==> src/rtl/pipeline_hazard_ctrl_if.sv <==
// ---------------------------------------------------------------------------
// pipeline_hazard_ctrl_if
// Bundle of signals between the five-stage pipeline and its stall/flush
// scheduler.
//   master : pipeline side. Drives the ID/EXE/MEM observations and the
//            memory handshake, and receives the freeze/flush controls and
//            the statistics.
//   slave  : scheduler side (pipeline_hazard_ctrl).
// ---------------------------------------------------------------------------
interface pipeline_hazard_ctrl_if #(
    parameter int REG_ADDR_W = 4,
    parameter int CNT_W      = 16
);
    // pipeline -> scheduler
    logic                  fwd_en;
    logic [REG_ADDR_W-1:0] id_src_1;
    logic [REG_ADDR_W-1:0] id_src_2;
    logic                  id_use_src_1;
    logic                  id_use_src_2;
    logic [REG_ADDR_W-1:0] exe_dest;
    logic                  exe_wb_en;
    logic                  exe_mem_r_en;
    logic [REG_ADDR_W-1:0] mem_dest;
    logic                  mem_wb_en;
    logic                  branch_taken;
    logic                  mem_req;
    logic                  mem_ready;
    logic                  clr_stats;

    // scheduler -> pipeline
    logic                  pc_freeze;
    logic                  if_freeze;
    logic                  id_freeze;
    logic                  exe_freeze;
    logic                  mem_freeze;
    logic                  if_flush;
    logic                  id_flush;
    logic                  hazard;
    logic [CNT_W-1:0]      hazard_cycles;
    logic [CNT_W-1:0]      mem_wait_cycles;
    logic [CNT_W-1:0]      flush_count;
    logic                  mem_err;

    modport master (
        output fwd_en, id_src_1, id_src_2, id_use_src_1, id_use_src_2,
               exe_dest, exe_wb_en, exe_mem_r_en, mem_dest, mem_wb_en,
               branch_taken, mem_req, mem_ready, clr_stats,
        input  pc_freeze, if_freeze, id_freeze, exe_freeze, mem_freeze,
               if_flush, id_flush, hazard, hazard_cycles, mem_wait_cycles,
               flush_count, mem_err
    );

    modport slave (
        input  fwd_en, id_src_1, id_src_2, id_use_src_1, id_use_src_2,
               exe_dest, exe_wb_en, exe_mem_r_en, mem_dest, mem_wb_en,
               branch_taken, mem_req, mem_ready, clr_stats,
        output pc_freeze, if_freeze, id_freeze, exe_freeze, mem_freeze,
               if_flush, id_flush, hazard, hazard_cycles, mem_wait_cycles,
               flush_count, mem_err
    );
endinterface

==> src/rtl/pipeline_hazard_ctrl.sv <==
// ---------------------------------------------------------------------------
// pipeline_hazard_ctrl
// Central stall/flush scheduler for the five-stage pipeline.
//
// Ports
//   clk     : pipeline clock, rising edge
//   rst_n   : asynchronous active-low reset
//   io_bus  : pipeline_hazard_ctrl_if.slave
//             inputs  - ID sources, EXE/MEM destinations, branch decision,
//                       data-memory handshake, forwarding mode, stats clear
//             outputs - stage freezes/flushes, hazard flag, saturating
//                       statistics, sticky memory-timeout flag
//
// State | Meaning
// ------+--------------------------------------------------------------
// RUN   | normal issue; data hazards and branches are resolved here
// MEM_WAIT | data memory is stalling the MEM stage; whole pipe frozen
// ---------------------------------------------------------------------------
module pipeline_hazard_ctrl #(
    parameter int REG_ADDR_W  = 4,
    parameter int CNT_W       = 16,
    parameter int MEM_TIMEOUT = 255
) (
    input  logic                 clk,
    input  logic                 rst_n,
    pipeline_hazard_ctrl_if.slave io_bus
);

    localparam int                WAIT_W   = $clog2(MEM_TIMEOUT + 1);
    localparam logic [WAIT_W-1:0] WAIT_MAX = WAIT_W'(MEM_TIMEOUT);
    // The edge that closes the MEM_TIMEOUT-th wait cycle is the one that
    // sees the counter one below the limit.
    localparam logic [WAIT_W-1:0] WAIT_HIT = WAIT_W'(MEM_TIMEOUT - 1);

    typedef enum logic {
        ST_RUN,
        ST_MEM_WAIT
    } state_t;

    state_t            r_state;
    logic [WAIT_W-1:0] r_wait_cnt;
    logic              r_mem_err;
    logic [CNT_W-1:0]  r_hazard_cycles;
    logic [CNT_W-1:0]  r_mem_wait_cycles;
    logic [CNT_W-1:0]  r_flush_count;

    logic [REG_ADDR_W-1:0] w_src_1;
    logic [REG_ADDR_W-1:0] w_src_2;
    logic                  w_mstall;
    logic                  w_haz_1;
    logic                  w_haz_2;
    logic                  w_data_haz;
    logic                  w_freeze_all;
    logic                  w_freeze_front;
    logic                  w_if_flush;
    logic                  w_id_flush;
    logic                  w_hazard;

    assign w_src_1  = io_bus.id_src_1;
    assign w_src_2  = io_bus.id_src_2;
    assign w_mstall = io_bus.mem_req & ~io_bus.mem_ready;

    // With forwarding only a load in EXE cannot be bypassed; without it any
    // pending write in EXE or MEM blocks the read.
    always_comb begin
        w_haz_1 = 1'b0;
        w_haz_2 = 1'b0;
        if (io_bus.fwd_en) begin
            w_haz_1 = (w_src_1 == io_bus.exe_dest) & io_bus.exe_wb_en & io_bus.exe_mem_r_en;
            w_haz_2 = (w_src_2 == io_bus.exe_dest) & io_bus.exe_wb_en & io_bus.exe_mem_r_en;
        end else begin
            w_haz_1 = ((w_src_1 == io_bus.exe_dest) & io_bus.exe_wb_en) |
                      ((w_src_1 == io_bus.mem_dest) & io_bus.mem_wb_en);
            w_haz_2 = ((w_src_2 == io_bus.exe_dest) & io_bus.exe_wb_en) |
                      ((w_src_2 == io_bus.mem_dest) & io_bus.mem_wb_en);
        end
        w_haz_1 = w_haz_1 & io_bus.id_use_src_1;
        w_haz_2 = w_haz_2 & io_bus.id_use_src_2;
    end

    assign w_data_haz = w_haz_1 | w_haz_2;

    // A branch seen during a memory stall is held in EXE by the freeze, so
    // it is naturally flushed in the first cycle the stall drops.
    always_comb begin
        w_freeze_all   = 1'b0;
        w_freeze_front = 1'b0;
        w_if_flush     = 1'b0;
        w_id_flush     = 1'b0;
        w_hazard       = 1'b0;
        if (w_mstall) begin
            w_freeze_all = 1'b1;
        end else if (io_bus.branch_taken) begin
            w_if_flush = 1'b1;
            w_id_flush = 1'b1;
        end else if (w_data_haz) begin
            w_freeze_front = 1'b1;
            w_id_flush     = 1'b1;
            w_hazard       = 1'b1;
        end
    end

    // Controls are forced low while reset is held, whatever the inputs do.
    assign io_bus.pc_freeze  = rst_n & (w_freeze_all | w_freeze_front);
    assign io_bus.if_freeze  = rst_n & (w_freeze_all | w_freeze_front);
    assign io_bus.id_freeze  = rst_n & w_freeze_all;
    assign io_bus.exe_freeze = rst_n & w_freeze_all;
    assign io_bus.mem_freeze = rst_n & w_freeze_all;
    assign io_bus.if_flush   = rst_n & w_if_flush;
    assign io_bus.id_flush   = rst_n & w_id_flush;
    assign io_bus.hazard     = rst_n & w_hazard;

    always_ff @(posedge clk or negedge rst_n) begin
        if (!rst_n) begin
            r_state    <= ST_RUN;
            r_wait_cnt <= '0;
            r_mem_err  <= 1'b0;
        end else begin
            if (r_state == ST_RUN) begin
                r_wait_cnt <= '0;
                if (w_mstall) begin
                    r_state <= ST_MEM_WAIT;
                end
            end else begin
                // ready or an abandoned request both end the wait
                if (!w_mstall) begin
                    r_state    <= ST_RUN;
                    r_wait_cnt <= '0;
                end else if (r_wait_cnt != WAIT_MAX) begin
                    r_wait_cnt <= r_wait_cnt + WAIT_W'(1);
                end
            end

            if (io_bus.clr_stats) begin
                r_mem_err <= 1'b0;
            end else if ((r_state == ST_MEM_WAIT) && w_mstall && (r_wait_cnt >= WAIT_HIT)) begin
                r_mem_err <= 1'b1;
            end
        end
    end

    always_ff @(posedge clk or negedge rst_n) begin
        if (!rst_n) begin
            r_hazard_cycles   <= '0;
            r_mem_wait_cycles <= '0;
            r_flush_count     <= '0;
        end else if (io_bus.clr_stats) begin
            r_hazard_cycles   <= '0;
            r_mem_wait_cycles <= '0;
            r_flush_count     <= '0;
        end else begin
            if (w_hazard && (r_hazard_cycles != '1)) begin
                r_hazard_cycles <= r_hazard_cycles + CNT_W'(1);
            end
            if (w_mstall && (r_mem_wait_cycles != '1)) begin
                r_mem_wait_cycles <= r_mem_wait_cycles + CNT_W'(1);
            end
            if (w_if_flush && (r_flush_count != '1)) begin
                r_flush_count <= r_flush_count + CNT_W'(1);
            end
        end
    end

    assign io_bus.hazard_cycles   = r_hazard_cycles;
    assign io_bus.mem_wait_cycles = r_mem_wait_cycles;
    assign io_bus.flush_count     = r_flush_count;
    assign io_bus.mem_err         = r_mem_err;

endmodule

==> src/flat_wrapper.sv <==
// flat-port wrapper written by rule: the top's interface ports become plain ports
module pipeline_hazard_ctrl_flat 
#(
    parameter int REG_ADDR_W  = 4,
    parameter int CNT_W       = 16,
    parameter int MEM_TIMEOUT = 255
)
  (clk, rst_n, io_bus_fwd_en, io_bus_id_src_1, io_bus_id_src_2, io_bus_id_use_src_1, io_bus_id_use_src_2, io_bus_exe_dest, io_bus_exe_wb_en, io_bus_exe_mem_r_en, io_bus_mem_dest, io_bus_mem_wb_en, io_bus_branch_taken, io_bus_mem_req, io_bus_mem_ready, io_bus_clr_stats, io_bus_pc_freeze, io_bus_if_freeze, io_bus_id_freeze, io_bus_exe_freeze, io_bus_mem_freeze, io_bus_if_flush, io_bus_id_flush, io_bus_hazard, io_bus_hazard_cycles, io_bus_mem_wait_cycles, io_bus_flush_count, io_bus_mem_err);
  pipeline_hazard_ctrl_if #(.REG_ADDR_W(REG_ADDR_W), .CNT_W(CNT_W)) io_bus_i ();
  input  logic clk;
  input  logic rst_n;
  input wire logic [$bits(io_bus_i.fwd_en)-1:0] io_bus_fwd_en;
  input wire logic [$bits(io_bus_i.id_src_1)-1:0] io_bus_id_src_1;
  input wire logic [$bits(io_bus_i.id_src_2)-1:0] io_bus_id_src_2;
  input wire logic [$bits(io_bus_i.id_use_src_1)-1:0] io_bus_id_use_src_1;
  input wire logic [$bits(io_bus_i.id_use_src_2)-1:0] io_bus_id_use_src_2;
  input wire logic [$bits(io_bus_i.exe_dest)-1:0] io_bus_exe_dest;
  input wire logic [$bits(io_bus_i.exe_wb_en)-1:0] io_bus_exe_wb_en;
  input wire logic [$bits(io_bus_i.exe_mem_r_en)-1:0] io_bus_exe_mem_r_en;
  input wire logic [$bits(io_bus_i.mem_dest)-1:0] io_bus_mem_dest;
  input wire logic [$bits(io_bus_i.mem_wb_en)-1:0] io_bus_mem_wb_en;
  input wire logic [$bits(io_bus_i.branch_taken)-1:0] io_bus_branch_taken;
  input wire logic [$bits(io_bus_i.mem_req)-1:0] io_bus_mem_req;
  input wire logic [$bits(io_bus_i.mem_ready)-1:0] io_bus_mem_ready;
  input wire logic [$bits(io_bus_i.clr_stats)-1:0] io_bus_clr_stats;
  output wire logic [$bits(io_bus_i.pc_freeze)-1:0] io_bus_pc_freeze;
  output wire logic [$bits(io_bus_i.if_freeze)-1:0] io_bus_if_freeze;
  output wire logic [$bits(io_bus_i.id_freeze)-1:0] io_bus_id_freeze;
  output wire logic [$bits(io_bus_i.exe_freeze)-1:0] io_bus_exe_freeze;
  output wire logic [$bits(io_bus_i.mem_freeze)-1:0] io_bus_mem_freeze;
  output wire logic [$bits(io_bus_i.if_flush)-1:0] io_bus_if_flush;
  output wire logic [$bits(io_bus_i.id_flush)-1:0] io_bus_id_flush;
  output wire logic [$bits(io_bus_i.hazard)-1:0] io_bus_hazard;
  output wire logic [$bits(io_bus_i.hazard_cycles)-1:0] io_bus_hazard_cycles;
  output wire logic [$bits(io_bus_i.mem_wait_cycles)-1:0] io_bus_mem_wait_cycles;
  output wire logic [$bits(io_bus_i.flush_count)-1:0] io_bus_flush_count;
  output wire logic [$bits(io_bus_i.mem_err)-1:0] io_bus_mem_err;
  assign io_bus_i.fwd_en = io_bus_fwd_en;
  assign io_bus_i.id_src_1 = io_bus_id_src_1;
  assign io_bus_i.id_src_2 = io_bus_id_src_2;
  assign io_bus_i.id_use_src_1 = io_bus_id_use_src_1;
  assign io_bus_i.id_use_src_2 = io_bus_id_use_src_2;
  assign io_bus_i.exe_dest = io_bus_exe_dest;
  assign io_bus_i.exe_wb_en = io_bus_exe_wb_en;
  assign io_bus_i.exe_mem_r_en = io_bus_exe_mem_r_en;
  assign io_bus_i.mem_dest = io_bus_mem_dest;
  assign io_bus_i.mem_wb_en = io_bus_mem_wb_en;
  assign io_bus_i.branch_taken = io_bus_branch_taken;
  assign io_bus_i.mem_req = io_bus_mem_req;
  assign io_bus_i.mem_ready = io_bus_mem_ready;
  assign io_bus_i.clr_stats = io_bus_clr_stats;
  assign io_bus_pc_freeze = io_bus_i.pc_freeze;
  assign io_bus_if_freeze = io_bus_i.if_freeze;
  assign io_bus_id_freeze = io_bus_i.id_freeze;
  assign io_bus_exe_freeze = io_bus_i.exe_freeze;
  assign io_bus_mem_freeze = io_bus_i.mem_freeze;
  assign io_bus_if_flush = io_bus_i.if_flush;
  assign io_bus_id_flush = io_bus_i.id_flush;
  assign io_bus_hazard = io_bus_i.hazard;
  assign io_bus_hazard_cycles = io_bus_i.hazard_cycles;
  assign io_bus_mem_wait_cycles = io_bus_i.mem_wait_cycles;
  assign io_bus_flush_count = io_bus_i.flush_count;
  assign io_bus_mem_err = io_bus_i.mem_err;
  pipeline_hazard_ctrl #(.REG_ADDR_W(REG_ADDR_W), .CNT_W(CNT_W), .MEM_TIMEOUT(MEM_TIMEOUT)) u_core (.clk(clk), .rst_n(rst_n), .io_bus(io_bus_i));
endmodule
==> config.mk <==
export PLATFORM = sky130hd
export DESIGN_NAME = pipeline_hazard_ctrl_flat
export DESIGN_NICKNAME = d
export VERILOG_FILES = /design/src/rtl/pipeline_hazard_ctrl_if.sv /design/src/rtl/pipeline_hazard_ctrl.sv /design/src/flat_wrapper.sv
export SDC_FILE = /design/constraint.sdc
export NUM_CORES = 1
export LEC_CHECK = 0
export ABC_AREA = 1
export BUFFER_PORTS_ARGS = -buffer_cell sky130_fd_sc_hd__buf_2
export CAP_MARGIN = 0
export CORE_MARGIN = 4
export CORE_UTILIZATION = 55
export DETAILED_ROUTE_END_ITERATION = 16
export GPL_TIMING_DRIVEN = 0
export PLACE_DENSITY = 0.87
export SLEW_MARGIN = 20
export SYNTH_ARGS = -nofsm -noshare
export SYNTH_HDL_FRONTEND = slang
export SYNTH_SLANG_ARGS = --single-unit
==> constraint.sdc <==
create_clock -name clk -period 1.8 [get_ports clk]
set_input_delay 0.18 -clock clk [delete_from_list [all_inputs] [get_ports clk]]
set_output_delay 0.18 -clock clk [all_outputs]
set_load 0.005 [all_outputs]
== After elaboration in Yosys (flattened, before gate mapping) ==
Index checks and enable logic that the tools add are counted.

* Shift operators: 0
* Reductions and logical operators: 9
* Eq/ne operators: 9
* Muxes and demuxes: 21
* Order comparisons: 1
* Divide/modulo/power cells: 0
* Bitwise gates (word level): 19
* $mul: 0
* Add/sub/neg operators: 4

{| class="wikitable"
|+ Operator list
! cell !! count
|-
| 16-bit two-way mux || 6
|-
| 16-bit by 1-bit adder with 16-bit output (second input constant) || 3
|-
| 16-bit != test (second input constant) || 3
|-
| 8-bit two-way mux || 3
|-
| 4-bit equality test || 4
|-
| 1-bit AND || 14
|-
| 1-bit two-way mux || 12
|-
| 8-bit by 1-bit adder with 8-bit output (second input constant) || 1
|-
| 8-bit >= comparator (second input constant) || 1
|-
| 8-bit != test (second input constant) || 1
|-
| 2-bit nonzero test || 4
|-
| 1-bit logical AND || 5
|-
| 1-bit bitwise OR || 4
|-
| 3-bit != test (second input constant) || 1
|-
| 1-bit inverter || 1
|}

* Memories: 0
* Bits in read-only memories: 0
* Bits in writable memories: 0
* Logic and storage cells: 69
* Bits in latches: 0
* Register bits after elaboration: 58
* Input bits: 28
* Output and inout port bits: 57

== Logic depth before layout (Yosys ltp) ==
Gate-level depths: netlist (run 1).

* Depth after elaboration: 12
* Gate-level depth with buffers: 13
* Depth with buffers taken out: 12

== Worst setup path before layout (run 1) ==
OpenSTA, ideal clock, no wires.

* Path type: register to register
* Start: register u_core.r_hazard_cycles[0], in the netlist u_core.io_bus.hazard_cycles[0]
* End: register u_core.r_hazard_cycles[0], in the netlist u_core.io_bus.hazard_cycles[0]
* Setup time: 0.117 ns
* Stages on the path, launching flop included: 12
* Arrival: 1.524 ns
* Period minus slack after synthesis: 1.641 ns
* Buffers on the path: 1
* Path slack: 0.159 ns
* Data required time: 1.683 ns
* Cells stage by stage: dfrtp_1 > ha_1 > nand2_2 > nor3_2 > nand3_1 > nand2_1 > inv_2 > nand3_4 > nand2_4 > buf_6 > nand2_1 > nand2_1

* Word-level cells in the longest chain between the ends: 3
* Elaborated cells on any way between the ends: 6
* Classes of those cells: 1 x add/sub; 1 x eq/ne; 2 x mux; 2 x reduce/logical

{| class="wikitable"
|+ RTL lines
! what !! line !! source
|-
| from (decl) || pipeline_hazard_ctrl.sv:43 || <nowiki>logic [CNT_W-1:0] r_hazard_cycles;</nowiki>
|-
| from (signal assigned) || pipeline_hazard_ctrl.sv:153 || <nowiki>r_hazard_cycles <= r_hazard_cycles + CNT_W'(1);</nowiki>
|-
| 16-bit by 1-bit adder with 16-bit output or 16-bit != test (tied branches) || pipeline_hazard_ctrl.sv:153, pipeline_hazard_ctrl.sv:152 ||
|-
| 16-bit two-way mux or 1-bit logical AND (tied branches) || pipeline_hazard_ctrl.sv:152 || <nowiki>if (w_hazard && (r_hazard_cycles != '1)) begin</nowiki>
|-
| 16-bit two-way mux or 2-bit nonzero test (tied branches) || -- ||
|}

Several ways; a longest one is shown, not always the timed one. The select of a mux whose other input is x is not followed.
A chain may end at the register's enable or synchronous reset.

== Worst setup path in the final report (run 1) ==
* Start: register u_core.r_flush_count[0], in the netlist u_core.io_bus.flush_count[0]
* End: register u_core.r_flush_count[12], in the netlist u_core.io_bus.flush_count[12]

* Word-level cells in the longest chain between the ends: 3
* Elaborated cells on any way between the ends: 6
* Classes of those cells: 1 x add/sub; 1 x eq/ne; 2 x mux; 2 x reduce/logical

{| class="wikitable"
|+ RTL lines
! what !! line !! source
|-
| from (decl) || pipeline_hazard_ctrl.sv:45 || <nowiki>logic [CNT_W-1:0] r_flush_count;</nowiki>
|-
| from (signal assigned) || pipeline_hazard_ctrl.sv:159 || <nowiki>r_flush_count <= r_flush_count + CNT_W'(1);</nowiki>
|-
| 16-bit by 1-bit adder with 16-bit output or 16-bit != test (tied branches) || pipeline_hazard_ctrl.sv:159, pipeline_hazard_ctrl.sv:158 ||
|-
| 16-bit two-way mux or 1-bit logical AND (tied branches) || pipeline_hazard_ctrl.sv:158 || <nowiki>if (w_if_flush && (r_flush_count != '1)) begin</nowiki>
|-
| 16-bit two-way mux or 2-bit nonzero test (tied branches) || -- ||
|}

Several ways; a longest one is shown, not always the timed one. The select of a mux whose other input is x is not followed.

==> flow_summary.ini, run 1 <==
[hold_path]
min-delay-path-class = primary input to asynchronous set/reset pin

[clocking]
clock-root-buffer = clkbuf_8
htree_levels = 3
insertion_delay_ps = 350
clkTransAtPathRegs_ps = 80
cts_buffer_depth = 2
cts.sinks = 58
tritoncts = built
cts_buffers = 9

[critical_path]
reg2reg_depth = 8
required_ps = 2040
critPathLaunchType = register
r2r_end = u_core.io_bus.flush_count[12]$_DFFE_PN0P_
cp-end-kind = register
worst_path_max_delay_cell = dfrtp_2
arrival_ps = 1950
worst-setup-path-type = register to register
ff2ff_setup_slack_ps = 90
crit_path_max_fanout = 9
reg2reg_from = u_core.io_bus.flush_count[0]$_DFFE_PN0P_
worst-path-buf-inv = 1
cp_slowest_stage_delay_ps = 450
critPathMostFrequentCell = nand3_1
critPathTopFamily = simple AND/OR/NAND/NOR gates
crit_start = u_core.io_bus.flush_count[0]$_DFFE_PN0P_
crit_chain = ha_2 -> nand3_1 -> nor2_2 -> nand3_1 -> nand2_4 -> inv_2 -> nand4_1 -> o21a_1

[timing]
finalHoldViolCount = 58
hold_ws_ps = -223.7
fin_skew_ps = 12.94
slew_headroom_pct = 63.29
layout_setup_ws_ps = 87.96
finalCriticalPeriod_ps = 1712
clock.fmax_mhz = 584.1
tightestPinTransition_ps = 550.7
final_max_slew_viol_count = 0
setup_viol = 0
period_share_pct = 95.11

[floorplanning]
std_cell_rows = 29
initial_core_util_pct = 57.47
die_area_sq_mm = 0.008086
coreArea_sq_mm = 0.006422
chipWidth_um = 89.92
ios = 85
die_h_um = 89.92

[logic_synthesis]
synth_area_sq_mm = 0.003691
synth-seq-cells = 58
syn_inst = 532
ys_warn_count = 0
synth_top_area_share_pct = 39.32
ys_seq_area_share_pct = 39.32
yosys-top-cells-area = dfrtp_1 (39%), nand2_1 (14%), nor2_1 (8.1%), nand3_1 (6.5%), inv_1 (6.3%)
ys_types = 34
synth_top_cell_by_area = dfrtp_1
syn-mean-instance-area_sq_um = 6.938
syn_nets = 565

[pwr]
peakVddDrop_uv = 448.9
power.total_mw = 2.904
clkPwrFrac_pct = 41.7
switchingPower_uw = 772.7
internal-power_mw = 2.131
power_density_mw_per_mm2 = 637.0
pwr-share-comb_pct = 11.9
leakage_nw = 2.267
p_seq_share_pct = 46.4
swShare_pct = 26.61

[final_layout]
final_cells = 718
drive_gt1_share_pct = 22.31
area_growth_pct = 23.49
diodes = 0
nFillCells = 524
nets = 669
fin_util_pct = 70.97

[routing]
drc = 0
vias = 3963
wire_per_inst_um = 13.97
via_per_inst = 5.519
drt_iter0_drc = 297
drtPass1Iterations = 5
wirelength_um = 10030
drtAntennaViolNets = 0

[placed_design]
place_ws_ps = -181.5
dp_hpwl_um = 6975
dp_cells = 692
port_buffers = 83
gp_congestion = 0.9315

[global_routing]
grt_pass1_wl_um = 16560
antenna_found_initial = 0
grt_max_degree = 60
grt_use_total_pct = 24.38
grt_overflow = 0
grt_pass1_vias = 3765

[outcome]
failed_checks = hold timing
status = finished with violations

[job]
drv_cap = 0
## worst register-to-register path, cell delays in order (launching register included)
cell	delay, ps
dfrtp_2	450
ha_2	210
nand3_1	150
nor2_2	60
nand3_1	110
nand2_4	100
inv_2	170
nand4_1	150
o21a_1	210
## power groups by stage
stage	registers (mW)	clock network, mW	logic, mW
floorplan	1.37	0	0.156
global placement	1.37	0	0.276
detailed placement	1.38	0	0.287
CTS	1.34	1.21	0.309
global route	1.35	1.29	0.393
finish	1.35	1.21	0.346
## through the flow
| stage | area [sq um] | TNS (ps) |
|---|---|---|
| after floorplan | 3691 | 0 |
| after global placement | 4203 | -3090 |
| after detailed placement | 4205 | -2006 |
| after CTS | 4423 | 0 |
| after global routing | 4558 | -34.99 |
| final | 4558 | 0 |
## timing repair
action,in CTS,in global routing
setup buffers,2,8
endpoints found under the hold margin,58,58
resized for setup,4,17
pin swaps,0,7
endpoints found under the setup margin,17,33
## routing by layer
layer  track usage, %  share of wire, %  routed length (um)
met1            29.09                40                4021
met2            41.60                50                5023
met5                0                 0                   0
met4            9.949               2.7                 269
met3            6.761               7.2                 718
## synth_stat cells, drive strengths merged
library cell / number
a21oi: 20
nand2: 144
nor3: 24
xor2: 19
nor3b: 1
nand3: 50
a21boi: 1
a31oi: 1
o21a: 1
nand4: 12
o31ai: 2
nor4: 2
clkbuf: 3
xnor2: 4
nor2: 81
ha: 5
a41oi: 1
buf: 10
o21ai: 25
a211oi: 2
o2111ai: 1
inv: 64
nand3b: 1
dfrtp: 58
## state kept, by name, summed over array words and instances (netlist names)
signal / flops
u_core.io_bus.flush_count: 16
u_core.io_bus.hazard_cycles: 16
u_core.io_bus.mem_wait_cycles: 16
u_core.r_wait_cnt: 8
u_core.io_bus.mem_err: 1
u_core.r_state: 1
## logic make-up after synthesis
group / synth area share, %
XOR/XNOR: 5.458
AND/OR/NAND/NOR: 36.92
adder cells (fa/ha/maj): 1.695
buffers and inverters: 8.644
AO/OA/AOI/OAI: 7.966
flip-flops: 39.32
## area by class of cell
| class | count | area [sq um] | area share (%) |
|---|---|---|---|
| clock inverters | 5 | 53.80 | 1.180 |
| plain buffers | 13 | 82.58 | 1.812 |
| well taps | 77 | 96.34 | 2.114 |
| multi-input cells | 397 | 1991 | 43.67 |
| inverters | 64 | 240.2 | 5.270 |
| repair buffers | 93 | 496.7 | 10.90 |
| flip-flops and latches | 58 | 1456 | 31.95 |
| clock buffers | 11 | 141.4 | 3.102 |
## how the worst max path moves through the flow
stage,slack (ps),to,cells past startpoint
finish,90,u_core.io_bus.flush_count[12]$_DFFE_PN0P_,8
global route,-30,u_core.io_bus.flush_count[6]$_DFFE_PN0P_,9
CTS,10,u_core.io_bus.mem_wait_cycles[11]$_DFFE_PN0P_,10
detailed placement,-180,u_core.io_bus.hazard_cycles[6]$_DFFE_PN0P_,11
global placement,-310,io_bus_mem_freeze,5
floorplan,160,u_core.io_bus.hazard_cycles[0]$_DFFE_PN0P_,11
## layout by cell type, fill, tap and decap left out, types with 3 or more instances in the layout
cell type,instances
nand2_1,138
buf_2,85
nor2_1,78
inv_1,62
dfrtp_1,54
nand3_1,46
o21ai_0,25
nor3_1,21
a21oi_1,20
xor2_1,19
buf_4,14
nand4_1,12
clkbuf_8,10
xnor2_1,4
nand2_2,4
clkbuf_1,4
dfrtp_2,4
nor2_2,3
nand3_2,3
buf_6,3
clkinv_2,3
Power figures use the tool's default switching activity.
==> run 2, diff against run 1 <==
--- a/config.mk
+++ b/config.mk
@@ -5,14 +5,13 @@
 export SDC_FILE = /design/constraint.sdc
 export NUM_CORES = 1
 export LEC_CHECK = 0
-export ABC_AREA = 1
 export BUFFER_PORTS_ARGS = -buffer_cell sky130_fd_sc_hd__buf_2
 export CAP_MARGIN = 0
 export CORE_MARGIN = 4
-export CORE_UTILIZATION = 55
+export CORE_UTILIZATION = 53
 export DETAILED_ROUTE_END_ITERATION = 16
 export GPL_TIMING_DRIVEN = 0
-export PLACE_DENSITY = 0.87
+export PLACE_DENSITY = 0.86
 export SLEW_MARGIN = 20
 export SYNTH_ARGS = -nofsm -noshare
 export SYNTH_HDL_FRONTEND = slang
==> flow_summary.ini, run 2 <==
[final_layout]
final_common_cell = buf_2
nFillCells = 303
diodes = 0
multi_input_area_sq_mm = 0.002180
final_cells = 574
drive_gt1_share_pct = 48.90
fin_util_pct = 83.36
final_cell_mix = buf_2 (79), dfrtp_1 (51), nor2_1 (46)
seq_area_sq_mm = 0.001460
nets = 528
area_growth_pct = 51.16

[global_routing]
grt_overflow = 0
grt_use_total_pct = 27.16
grt_pass1_wl_um = 16110
grt_pass1_vias = 3356
antenna_found_initial = 0
grt_max_degree = 62

[outcome]
failed_checks = hold timing, setup timing
status = finished with violations

[logic_synthesis]
synth_ff_type = dfrtp_1
syn_nets = 382
syn-mean-instance-area_sq_um = 9.411
synth_top_family_by_area = simple AND/OR/NAND/NOR gates
ys_seq_area_share_pct = 44.19
synth-seq-cells = 58
synth_top_area_share_pct = 44.19
async_flop_share_pct = 100.0
syn_inst = 349
synth_area_sq_mm = 0.003284
synth_compound_area_share_pct = 7.733
synth_top_cell_by_area = dfrtp_1
synthMuxAreaShare_pct = 4.305
ys_types = 44
ys_warn_count = 0
synthAdderAreaFrac_pct = 1.905
synth.most_common_cell = dfrtp_1
synth_edf_count = 0
synth_xor_area_share_pct = 11.47
ys_top_cells_by_count = dfrtp_1 (58), nor2_1 (49), xor2_1 (26)
yosys-top-cells-area = dfrtp_1 (44%), xor2_1 (6.9%), nor2_1 (5.6%), xnor2_1 (4.5%), nand3_1 (3.8%)
synth_simple_gate_area_share_pct = 27.43

[timing]
layout_setup_ws_ps = -312.8
fin_skew_ps = 7.483
hold_ws_ps = -110.7
setup_viol = 42
grt_setup_unrepaired = yes
clock.fmax_mhz = 473.3
finalCriticalPeriod_ps = 2113
finalHoldViolCount = 58
slew_headroom_pct = 45.84
final_max_slew_viol_count = 0
period_share_pct = 117.4
tightestPinTransition_ps = 812.4

[critical_path]
critPathLaunchType = register
crit_start = u_core.io_bus.hazard_cycles[1]$_DFFE_PN0P_
cp_slowest_stage_delay_ps = 390
reg2reg_from = u_core.io_bus.hazard_cycles[1]$_DFFE_PN0P_
reg2reg_depth = 6
cp-end-kind = register
arrival_ps = 2350
crit_chain = ha_2 -> and4_4 -> a41o_4 -> buf_2 -> nor4_2 -> mux2_2
critPathTopFamily = simple AND/OR/NAND/NOR gates
r2r_end = u_core.io_bus.hazard_cycles[10]$_DFFE_PN0P_
crit_path_end = u_core.io_bus.hazard_cycles[10]$_DFFE_PN0P_
required_ps = 2040
ff2ff_setup_slack_ps = -310
worst-path-buf-inv = 1
worst_path_max_delay_cell = dfrtp_1
worstSetupPathDepth = 6
worst-setup-path-type = register to register
crit_path_max_fanout = 10

[floorplanning]
die_h_um = 86.72
chipWidth_um = 86.72
std_cell_rows = 28
coreArea_sq_mm = 0.005956
initial_core_util_pct = 55.15
die_area_sq_mm = 0.007520
ios = 85

[routing]
vias = 3651
drt_iter0_drc = 368
wire_per_inst_um = 21.16
drtPass1Iterations = 5
drc = 0
wirelength_um = 12150
via_per_inst = 6.361
drtAntennaViolNets = 0

[clocking]
clock-root-buffer = clkbuf_8
clkTransAtPathRegs_ps = 70
insertion_delay_ps = 350
tritoncts = built
cts.sinks = 58
htree_levels = 3
cts_buffers = 9
cts_buffer_depth = 2

[pwr]
peakVddDrop_uv = 588.3
leakage_nw = 2.321
power.total_mw = 2.884
power_density_mw_per_mm2 = 581.0

[placed_design]
dp_hpwl_um = 5873
port_buffers = 83
dp_cells = 507
gp_congestion = 0.8738

[job]
drv_cap = 0

[hold_path]
min-delay-path-class = primary input to asynchronous set/reset pin
run 2: cell types whose count changed in the layout (fill, tap and decap cells not counted), sizes merged, moves of 11 or more:
| cell | delta |
|---|---|
| nor2 | -31 |
| buf | +38 |
| nor3 | -12 |
| inv | -57 |
| nand3 | -25 |
| nor2b | +11 |
| nand2 | -126 |
| o21ai | -20 |
| xnor2 | +13 |
run 2: how the worst min path moves through the flow:
stage,startpoint,end,slack [ps],cells past startpoint
global placement,io_bus_clr_stats,u_core.io_bus.hazard_cycles[11]$_DFFE_PN0P_,500,3
floorplan,rst_n,u_core.io_bus.flush_count[0]$_DFFE_PN0P_,-120,0
detailed placement,rst_n,u_core.io_bus.mem_wait_cycles[7]$_DFFE_PN0P_,300,1
finish,rst_n,u_core.io_bus.mem_wait_cycles[8]$_DFFE_PN0P_,-110,1
global route,rst_n,u_core.io_bus.mem_wait_cycles[8]$_DFFE_PN0P_,-60,1
CTS,rst_n,u_core.io_bus.mem_wait_cycles[7]$_DFFE_PN0P_,-80,1
run 2: routing by layer:
| metal | part of all wire, % | vias to the layer above | track usage [%] |
|---|---|---|---|
| met5 | 0 | - | 0 |
| met4 | 5.2 | 0 | 12.46 |
| met3 | 9.0 | 60 | 5.894 |
| met2 | 48 | 275 | 44.65 |
| met1 | 37 | 1784 | 34.21 |
| li1 | - | 1532 | - |
run 2: worst register-to-register path: cells and delay by family, from the launching register on:
family                     cells  cell delay [ps]
AOI/OAI and AO/OA              1              300
and+or+nand+nor                2              500
buffers and inverters          1              240
muxes                          1              370
DFF                            1              390
adders and majority gates      1              200
run 2: layout make-up:
class | instances | area share [%]
multi-input combinational | 269 | 43.90
timing repair buffer | 135 | 18.57
sequential | 58 | 29.41
clock inverter | 2 | 0.7560
tap | 75 | 1.890
clock buffer | 13 | 2.999
buffer | 15 | 1.941
inverter | 7 | 0.5292
run 2: logic make-up (layout without fill, tap and decap cells):
group | after synthesis | in the layout
AO/OA/AOI/OAI | 37 | 37
XOR/XNOR | 43 | 43
adder cells (fa/ha/maj) | 5 | 5
buffers and inverters | 22 | 172
flip-flops | 58 | 58
multiplexers | 13 | 13
AND/OR/NAND/NOR | 171 | 171
run 2: where the power goes:
group | total [mW] | switching, mW | internal [mW]
clock | 1.21 | 0.538 | 0.671
sequential | 1.32 | 0.00927 | 1.31
combinational | 0.353 | 0.200 | 0.153
total | 2.88 | 0.748 | 2.14
run 2: through the flow:
step	setup TNS [ps]	setup WS, ps	instance area (sq um)	hold slack, ps
after floorplan	-976.4	-156.9	3387	-115.6
after global placement	-7533	-425.5	3896	499.5
after detailed placement	-9126	-441.0	3899	295.8
after CTS	-3284	-204.3	4486	-76.21
after global routing	-9150	-347.5	4965	-56.87
final	-6303	-312.8	4965	-110.7
run 2: what timing repair did:
action | CTS | global route
resized for setup | 31 | 65
cloned | 0 | 1
setup endpoints to repair | 45 | 49
endpoints found under the hold margin | 58 | 58
setup buffers | 34 | 17
pin swaps | 33 | 31
